[config.mk]
export PLATFORM = sky130hd
export DESIGN_NAME = phase_accum_loader
export DESIGN_NICKNAME = d
export VERILOG_FILES = /design/src/rtl/phase_accum_pkg.sv /design/src/rtl/phase_accum_loader_frame_timeout.sv /design/src/rtl/phase_accum_loader.sv
export SDC_FILE = /design/constraint.sdc
export NUM_CORES = 1
export LEC_CHECK = 0
export ABC_AREA = 0
export BUFFER_PORTS_ARGS = -buffer_cell sky130_fd_sc_hd__buf_2
export CAP_MARGIN = 15
export CORE_UTILIZATION = 41
export CTS_BUF_LIST = sky130_fd_sc_hd__clkbuf_8
export CTS_CLUSTER_DIAMETER = 40
export CTS_CLUSTER_SIZE = 20
export DETAILED_ROUTE_END_ITERATION = 8
export HOLD_SLACK_MARGIN = 0.12
export PLACE_DENSITY = 0.66
export SLEW_MARGIN = 20
export SYNTH_ARGS = -nofsm -noshare
export SYNTH_HDL_FRONTEND = slang
export SYNTH_HIERARCHICAL = 1
export SYNTH_SLANG_ARGS = --single-unit
[constraint.sdc]
create_clock -name clk -period 3.45 [get_ports clk]
set_input_delay 0 -clock clk [delete_from_list [all_inputs] [get_ports clk]]
set_output_delay 0 -clock clk [all_outputs]
set_load 0.005 [all_outputs]
[src/rtl/phase_accum_pkg.sv]
// phase_accum_pkg: shared command codes, sync marker and loader state type
package phase_accum_pkg;
  localparam logic [7:0] CMD_WR_DIVF = 8'h01;
  localparam logic [7:0] CMD_WR_DIVR = 8'h02;
  localparam logic [7:0] CMD_EN_OFF = 8'h10;
  localparam logic [7:0] CMD_EN_ON = 8'h11;
  localparam logic [7:0] DEF_SYNC_BYTE = 8'hA5;
  typedef enum logic [2:0] {IDLE, CMD, PAYLOAD, CHECK, ISSUE} state_t;
  function automatic logic cmd_ok(input logic [7:0] c);
    return c inside {CMD_WR_DIVF, CMD_WR_DIVR, CMD_EN_OFF, CMD_EN_ON};
  endfunction
endpackage

[src/rtl/phase_accum_loader_frame_timeout.sv]
// frame_timeout: inter-byte idle counter, expired when it sits at TIMEOUT-1
module frame_timeout #(
  parameter int TIMEOUT = 1000,
  parameter int TO_W = 16
) (
  input  logic clk,
  input  logic rst,
  input  logic clr,
  input  logic en,
  output logic expired
);
  logic [TO_W-1:0] cnt;
  always_ff @(posedge clk or posedge rst)
    if (rst) cnt <= '0;
    else if (clr) cnt <= '0;
    else if (en) cnt <= cnt + 1'b1;
  assign expired = cnt == TO_W'(TIMEOUT - 1);
endmodule

[src/rtl/phase_accum_loader.sv]
// phase_accum_loader: frames host bytes into tuning-word writes and enable changes
module phase_accum_loader
  import phase_accum_pkg::*;
#(
  parameter logic [7:0] SYNC_BYTE = DEF_SYNC_BYTE,
  parameter int TIMEOUT = 1000,
  parameter int TO_W = 16
) (
  input  logic       clk,
  input  logic       rst,
  input  logic [7:0] rx_data,
  input  logic       rx_valid,
  output logic       rx_ready,
  output logic [7:0] data,
  output logic       wr_divf,
  output logic       wr_divr,
  output logic       en,
  output logic       frame_err,
  output logic [7:0] err_count,
  output logic       busy
);
  state_t state, next;
  logic [7:0] cmd, payload;
  logic accept, in_frame, expired, timed_out, issue_go, bad_chk, err;
  assign rx_ready = state != ISSUE;
  assign busy = state != IDLE;
  assign accept = rx_valid && rx_ready;
  assign in_frame = state inside {CMD, PAYLOAD, CHECK};
  assign timed_out = in_frame && !accept && expired;
  assign err = bad_chk || timed_out;
  frame_timeout #(.TIMEOUT(TIMEOUT), .TO_W(TO_W)) u_timeout (
    .clk(clk),
    .rst(rst),
    .clr(accept || timed_out || !in_frame),
    .en(in_frame),
    .expired(expired)
  );
  always_comb begin
    next = state;
    issue_go = 1'b0;
    bad_chk = 1'b0;
    case (state)
      IDLE: next = accept && rx_data == SYNC_BYTE ? CMD : IDLE;
      CMD: next = accept ? PAYLOAD : CMD;
      PAYLOAD: next = accept ? CHECK : PAYLOAD;
      CHECK: begin
        issue_go = accept && (cmd ^ payload) == rx_data && cmd_ok(cmd);
        bad_chk = accept && !issue_go;
        next = issue_go ? ISSUE : bad_chk ? IDLE : CHECK;
      end
      default: next = IDLE;
    endcase
    if (timed_out) next = IDLE;
  end
  always_ff @(posedge clk or posedge rst)
    if (rst) state <= IDLE;
    else state <= next;
  always_ff @(posedge clk or posedge rst)
    if (rst) begin
      cmd <= '0;
      payload <= '0;
      data <= '0;
      wr_divf <= 1'b0;
      wr_divr <= 1'b0;
      en <= 1'b0;
      frame_err <= 1'b0;
      err_count <= '0;
    end else begin
      if (state == CMD && accept) cmd <= rx_data;
      if (state == PAYLOAD && accept) payload <= rx_data;
      if (issue_go) data <= payload;
      wr_divf <= issue_go && cmd == CMD_WR_DIVF;
      wr_divr <= issue_go && cmd == CMD_WR_DIVR;
      if (issue_go && cmd == CMD_EN_ON) en <= 1'b1;
      else if (issue_go && cmd == CMD_EN_OFF) en <= 1'b0;
      frame_err <= err;
      if (err && err_count != 8'hFF) err_count <= err_count + 8'd1;
    end
endmodule
=== Word-level counts from Yosys, hierarchy flattened ===
Cells that the tools add are included.

* Input port bits: 11
* Latch bits: 0
* Memories: 0
* Memory bits (read-only): 0
* Bits in registers: 55
* RAM bits: 0
* Logic and storage cells: 64

* Magnitude comparators: 0
* Shifts and indexed selects: 0
* Multiply operators: 0
* Mux-type cells: 13
* Divide/modulo/power cells: 0
* Add/sub/neg operators: 2
* Bitwise gates (word level): 1
* Reductions and logical operators: 26
* Eq/ne operators: 12

{| class="wikitable"
|+ Operators with widths
! kind !! number
|-
| 16-bit 2-to-1 mux || 2
|-
| 16-bit by 1-bit adder with 16-bit output, second input constant || 1
|-
| 16-bit by 10-bit equality test with 1-bit output, second input constant || 1
|-
| 8-bit by 5-bit equality test with 1-bit output, second input constant || 2
|-
| 1-bit logical AND || 14
|-
| 3-bit one-hot mux with 4 select lines || 1
|-
| 8-bit by 1-bit adder with 8-bit output, second input constant || 1
|-
| 8-bit by 1-bit equality test with 1-bit output, second input constant || 1
|-
| 8-bit by 2-bit equality test with 1-bit output, second input constant || 1
|-
| 8-bit equality test || 1
|-
| 8-bit equality test, second input constant || 1
|-
| 8-bit inequality test, second input constant || 1
|-
| 8-bit bitwise XOR || 1
|-
| 3-bit by 2-bit equality test with 1-bit output, second input constant || 2
|-
| 1-bit 2-to-1 mux || 6
|-
| 3-bit 2-to-1 mux || 2
|-
| 3-bit nonzero test || 2
|-
| 2-bit 2-to-1 mux || 2
|-
| 2-bit nonzero test || 2
|-
| 4-bit nonzero test || 1
|-
| 3-bit by 1-bit equality test with 1-bit output, second input constant || 1
|-
| 1-bit zero test || 3
|-
| 3-bit zero test || 1
|-
| 1-bit logical OR || 3
|-
| 3-bit inequality test, second input constant || 1
|}

=== Longest topological paths before layout ===
* Depth in word-level cells: 10
* Depth in mapped cells: 10
* Mapped depth without buffers: 8

=== Modules after synthesis ===
The synthesis kept the hierarchy.

{| class="wikitable"
|+ Modules (own cells, without submodules)
! module !! cells an instance !! area an instance (um^2) !! instances
|-
| phase_accum_loader || 169 || 1939.4 || 1
|-
| frame_timeout || 84 || 884.6 || 1
|}

=== Least setup slack after synthesis ===
OpenSTA, ideal clock, no wires.

* Path kind: register -> register
* Start: register u_timeout.cnt[0]
* End: register u_timeout.cnt[15]
* Clock period less this slack: 2.361 ns
* Arrival time: 2.236 ns
* Cell stages (with the launch flop): 11
* Path buffers: 2
* Setup time: 0.125 ns
* Required time: 3.325 ns
* Path slack: 1.089 ns
* Cell sequence: dfrtp_1 > ha_1 > nand3_2 > nor3_1 > or4_1 > buf_4 > o211ai_4 > buf_6 > nor4_4 > nand3_2 > mux2_4

* Cells in the longest elaborated chain, start to end: 5

{| class="wikitable"
|+ Ends and longest elaborated chain
! element !! line !! text
|-
| from (decl) || phase_accum_loader_frame_timeout.sv:12 || <nowiki>logic [TO_W-1:0] cnt;</nowiki>
|-
| from (signal assigned) || phase_accum_loader_frame_timeout.sv:16 || <nowiki>else if (en) cnt <= cnt + 1'b1;</nowiki>
|-
| 16-bit by 10-bit equality test with 1-bit output * || phase_accum_loader_frame_timeout.sv:17 || <nowiki>assign expired = cnt == TO_W'(TIMEOUT - 1);</nowiki>
|-
| net expired || phase_accum_loader.sv:24 || <nowiki>logic accept, in_frame, expired, timed_out, issue_go, bad_chk, err;</nowiki>
|-
| 1-bit logical AND * || phase_accum_loader.sv:29 || <nowiki>assign timed_out = in_frame && !accept && expired;</nowiki>
|-
| 1-bit logical OR * (2 in series) || phase_accum_loader.sv:34 || <nowiki>.clr(accept || timed_out || !in_frame),</nowiki>
|-
| 16-bit 2-to-1 mux / 2-bit nonzero test (equally long branches) || - ||
|}

The timed path passes the listed nets; every way through them passes the cells marked *. The select of a mux whose other input is x is not followed.
A chain may end at the register's enable or synchronous reset.

=== Worst setup path after layout ===
* Start: register u_timeout.cnt[0]
* End: register u_timeout.cnt[14]

The elaborated chain is that of the path after synthesis.

==> impl_metrics.tcl <==
set metrics [dict create \
    die_area_mm2 0.007223 \
    worstPathRequired_ns 3.64 \
    die_h_um 84.99 \
    synthArstFlopShare_pct 100.0 \
    vias_per_cell 5.241 \
    rows 29 \
    initial_core_util_pct 43.48 \
    slew_violations 0 \
    grt_max_degree 40 \
    core_area_mm2 0.006495 \
    fin_area_mm2 0.003259 \
    cts_buffer_depth 2 \
    rsz0062_at_grt "false" \
    synth-seq-cells 55 \
    grt-ovfl-total 0 \
    post_cts_buffers 0 \
    clock_sinks 55 \
    die_w_um 84.99 \
    yosys.area.top_type "dfrtp_1" \
    synth_area_mm2 0.002824 \
    status "finished clean" \
    yosys-top-cells-area "dfrtp_1 (49%), mux2_2 (6.4%), nand2_1 (4.8%)" \
    drive_gt1_share_pct 26.01 \
    synth-edff-count 0 \
    cts_tree "yes" \
    totalWireLength_mm 5.213 \
    max-slew-margin-rel_pct 54.36 \
    antennaDiodeCount 0 \
    synth.net_count 266 \
    crit_arrival_ns 2.78 \
    path_clk_slew_ns 0.10 \
    antenna_found_initial 0 \
    period_needed_ns 2.588 \
    reg2reg_slack_ns 0.86 \
    ff2ff_path_depth 8 \
    antenna_left 0 \
    io_pins 33 \
    power.leakage_nw 1.503 \
    synth_common_cells "dfrtp_1 (55), nand2_1 (36), nor2_1 (22), mux2_2 (16), xnor2_1 (14)" \
    crit_path_max_fanout 11 \
    setup_tns_ns 0 \
    drc_errors 0 \
    dp_slack_ns 0.8824 \
    endpoint "u_timeout/cnt[14]" \
    syn_avg_cell_area_um2 11.16 \
    min_period_over_period_pct 75.00 \
    clk_latency_ns 0.31 \
    n_fill_cell 593 \
    syn_inst 253 \
    rr_endpoint "u_timeout/cnt[14]" \
    min_path_type "in2async" \
    path_class "reg2reg" \
    cp-start-kind "flip-flop" \
    drt_iter0_markers 59 \
    setup_viol 0 \
    cp-startpoint "u_timeout/cnt[0]" \
    area_growth_pct 15.42 \
    synth_ff_type "dfrtp_1" \
    cts.htree.levels 2 \
    hold_viol 0 \
    clock_skew_ns 0.007083 \
    synth_top_area_share_pct 48.74 \
    cts_resized 0 \
    avgRoutedWirePerCell_um 13.98 \
    grt_pass1_wl_mm 9.252 \
    yosysWarnings 6 \
    finalPower_mw 2.003 \
    cts_made_buffers 5 \
    synth.most_common_cell "dfrtp_1" \
    placed_area_mm2 0.003042 \
    post-dp-hpwl_mm 3.733 \
    grt_pass1_vias 1892 \
    p_per_area_mw_per_mm2 614.7 \
    io_buffers 32 \
    vias 1955 \
    worst_slack_ns 0.8625 \
    track_usage_pct 15.99 \
    worst_pin_slew_ns 0.6809 \
    cap_violations 0 \
    firstDrtPassIters 4 \
    end_kind "flip-flop" \
    final_nets 308 \
    clock-root-buffer "clkbuf_8" \
    crit-reg2reg-launch "u_timeout/cnt[0]" \
    synth_seq_area_share_pct 48.74 \
    gp_congestion 0.7710 \
    yosysUniqueCellTypes 51 \
    fmax_mhz 386.5 \
    ir_drop_mv 0.3241 \
]
## metrics by stage
stage	cells	hold WS (ns)	utilization, %
after CTS	373	0.3381	50.18
after detailed placement	355	0.1193	46.83
final	373	0.3095	50.18
after floorplan	253	-0.08626	-
after global placement	355	0.1045	46.83
after global routing	373	0.3862	50.18
## layout make-up
type                            count  area (um^2)  share of cell area, %
Multi-Input combinational cell    186         1383                  42.42
Tap cell                           77        96.34                  2.956
Clock buffer                        6        82.58                  2.534
Timing Repair Buffer               44        275.3                  8.445
Sequential cell                    55         1376                  42.23
Clock inverter                      2        35.03                  1.075
Inverter                            3        11.26                 0.3455
## routing by layer
layer  GRT usage (%)  vias up  wire length, um  part of all wire (%)
li1                -      970                -                     -
met1           22.54      943             2590                    50
met2           25.22       36             2377                    46
met3           2.529        6              165                   3.2
met4           5.547        0               79                   1.5
met5               0        -                0                     0
## worst min path at each step
stage,slack (ns),startpoint,to,cells after the start
final,0.31,rst,u_timeout/cnt[2],3
after global routing,0.39,rst,u_timeout/cnt[1],3
after CTS,0.34,rst,u_timeout/cnt[2],3
after detailed placement,0.12,rst,u_timeout/cnt[2],2
after global placement,0.10,rst,u_timeout/cnt[5],2
after floorplan,-0.09,rst,u_timeout/cnt[0],1
## critical path, cell delays in order (launching register included)
cell	delay [ns]
dfrtp_1	0.43
ha_1	0.23
nand3_2	0.14
nor3_1	0.42
or4_1	0.24
o211ai_4	0.17
nor4_2	0.38
nand3_1	0.13
mux2_1	0.32
## cells in the final DEF, fill, tap and decap left out, types with 4 or more instances in the layout
cell type	Yosys	final
a21oi_1	6	6
buf_2	4	32
clkbuf_8	0	6
dfrtp_1	55	55
dlygate4sd3_1	0	10
mux2_1	4	4
mux2_2	16	16
nand2_1	36	36
nand3_1	7	7
nand4_1	7	7
nor2_1	22	22
nor2b_1	4	4
nor3_1	7	7
nor4_2	4	4
or3_1	5	5
xnor2_1	14	14
xnor3_1	4	4
xor2_1	7	7
## power breakdown
part / switching [mW] / total, mW / internal [mW]
Clock: 0.205 / 0.440 / 0.235
Combinational: 0.277 / 0.622 / 0.346
Sequential: 0.169 / 0.941 / 0.772
Total: 0.651 / 2.00 / 1.35
## sequential cells by signal (all words and copies together) (netlist names)
signal and flops:
cmd 8, data 8, u_timeout/cnt 16, frame_err 1, wr_divr 1, payload 8
en 1, wr_divf 1, state 3, err_count 8
## logic make-up after synthesis
group                      Yosys count  synth area share, %
and+or+nand+nor                    121                25.34
adders and majority gates            2               0.8860
xor gates and xnor gates            25                9.703
buffers and inverters               12                2.304
AOI/OAI and AO/OA                   16                4.165
DFF                                 55                48.74
muxes                               22                8.861
## timing repair
action                                  4_1_cts  5_1_grt
endpoints found under the setup margin        0        0
hold endpoints to repair                     73        0
hold buffers                                 10        0
(Power assumes the default switching activity.)
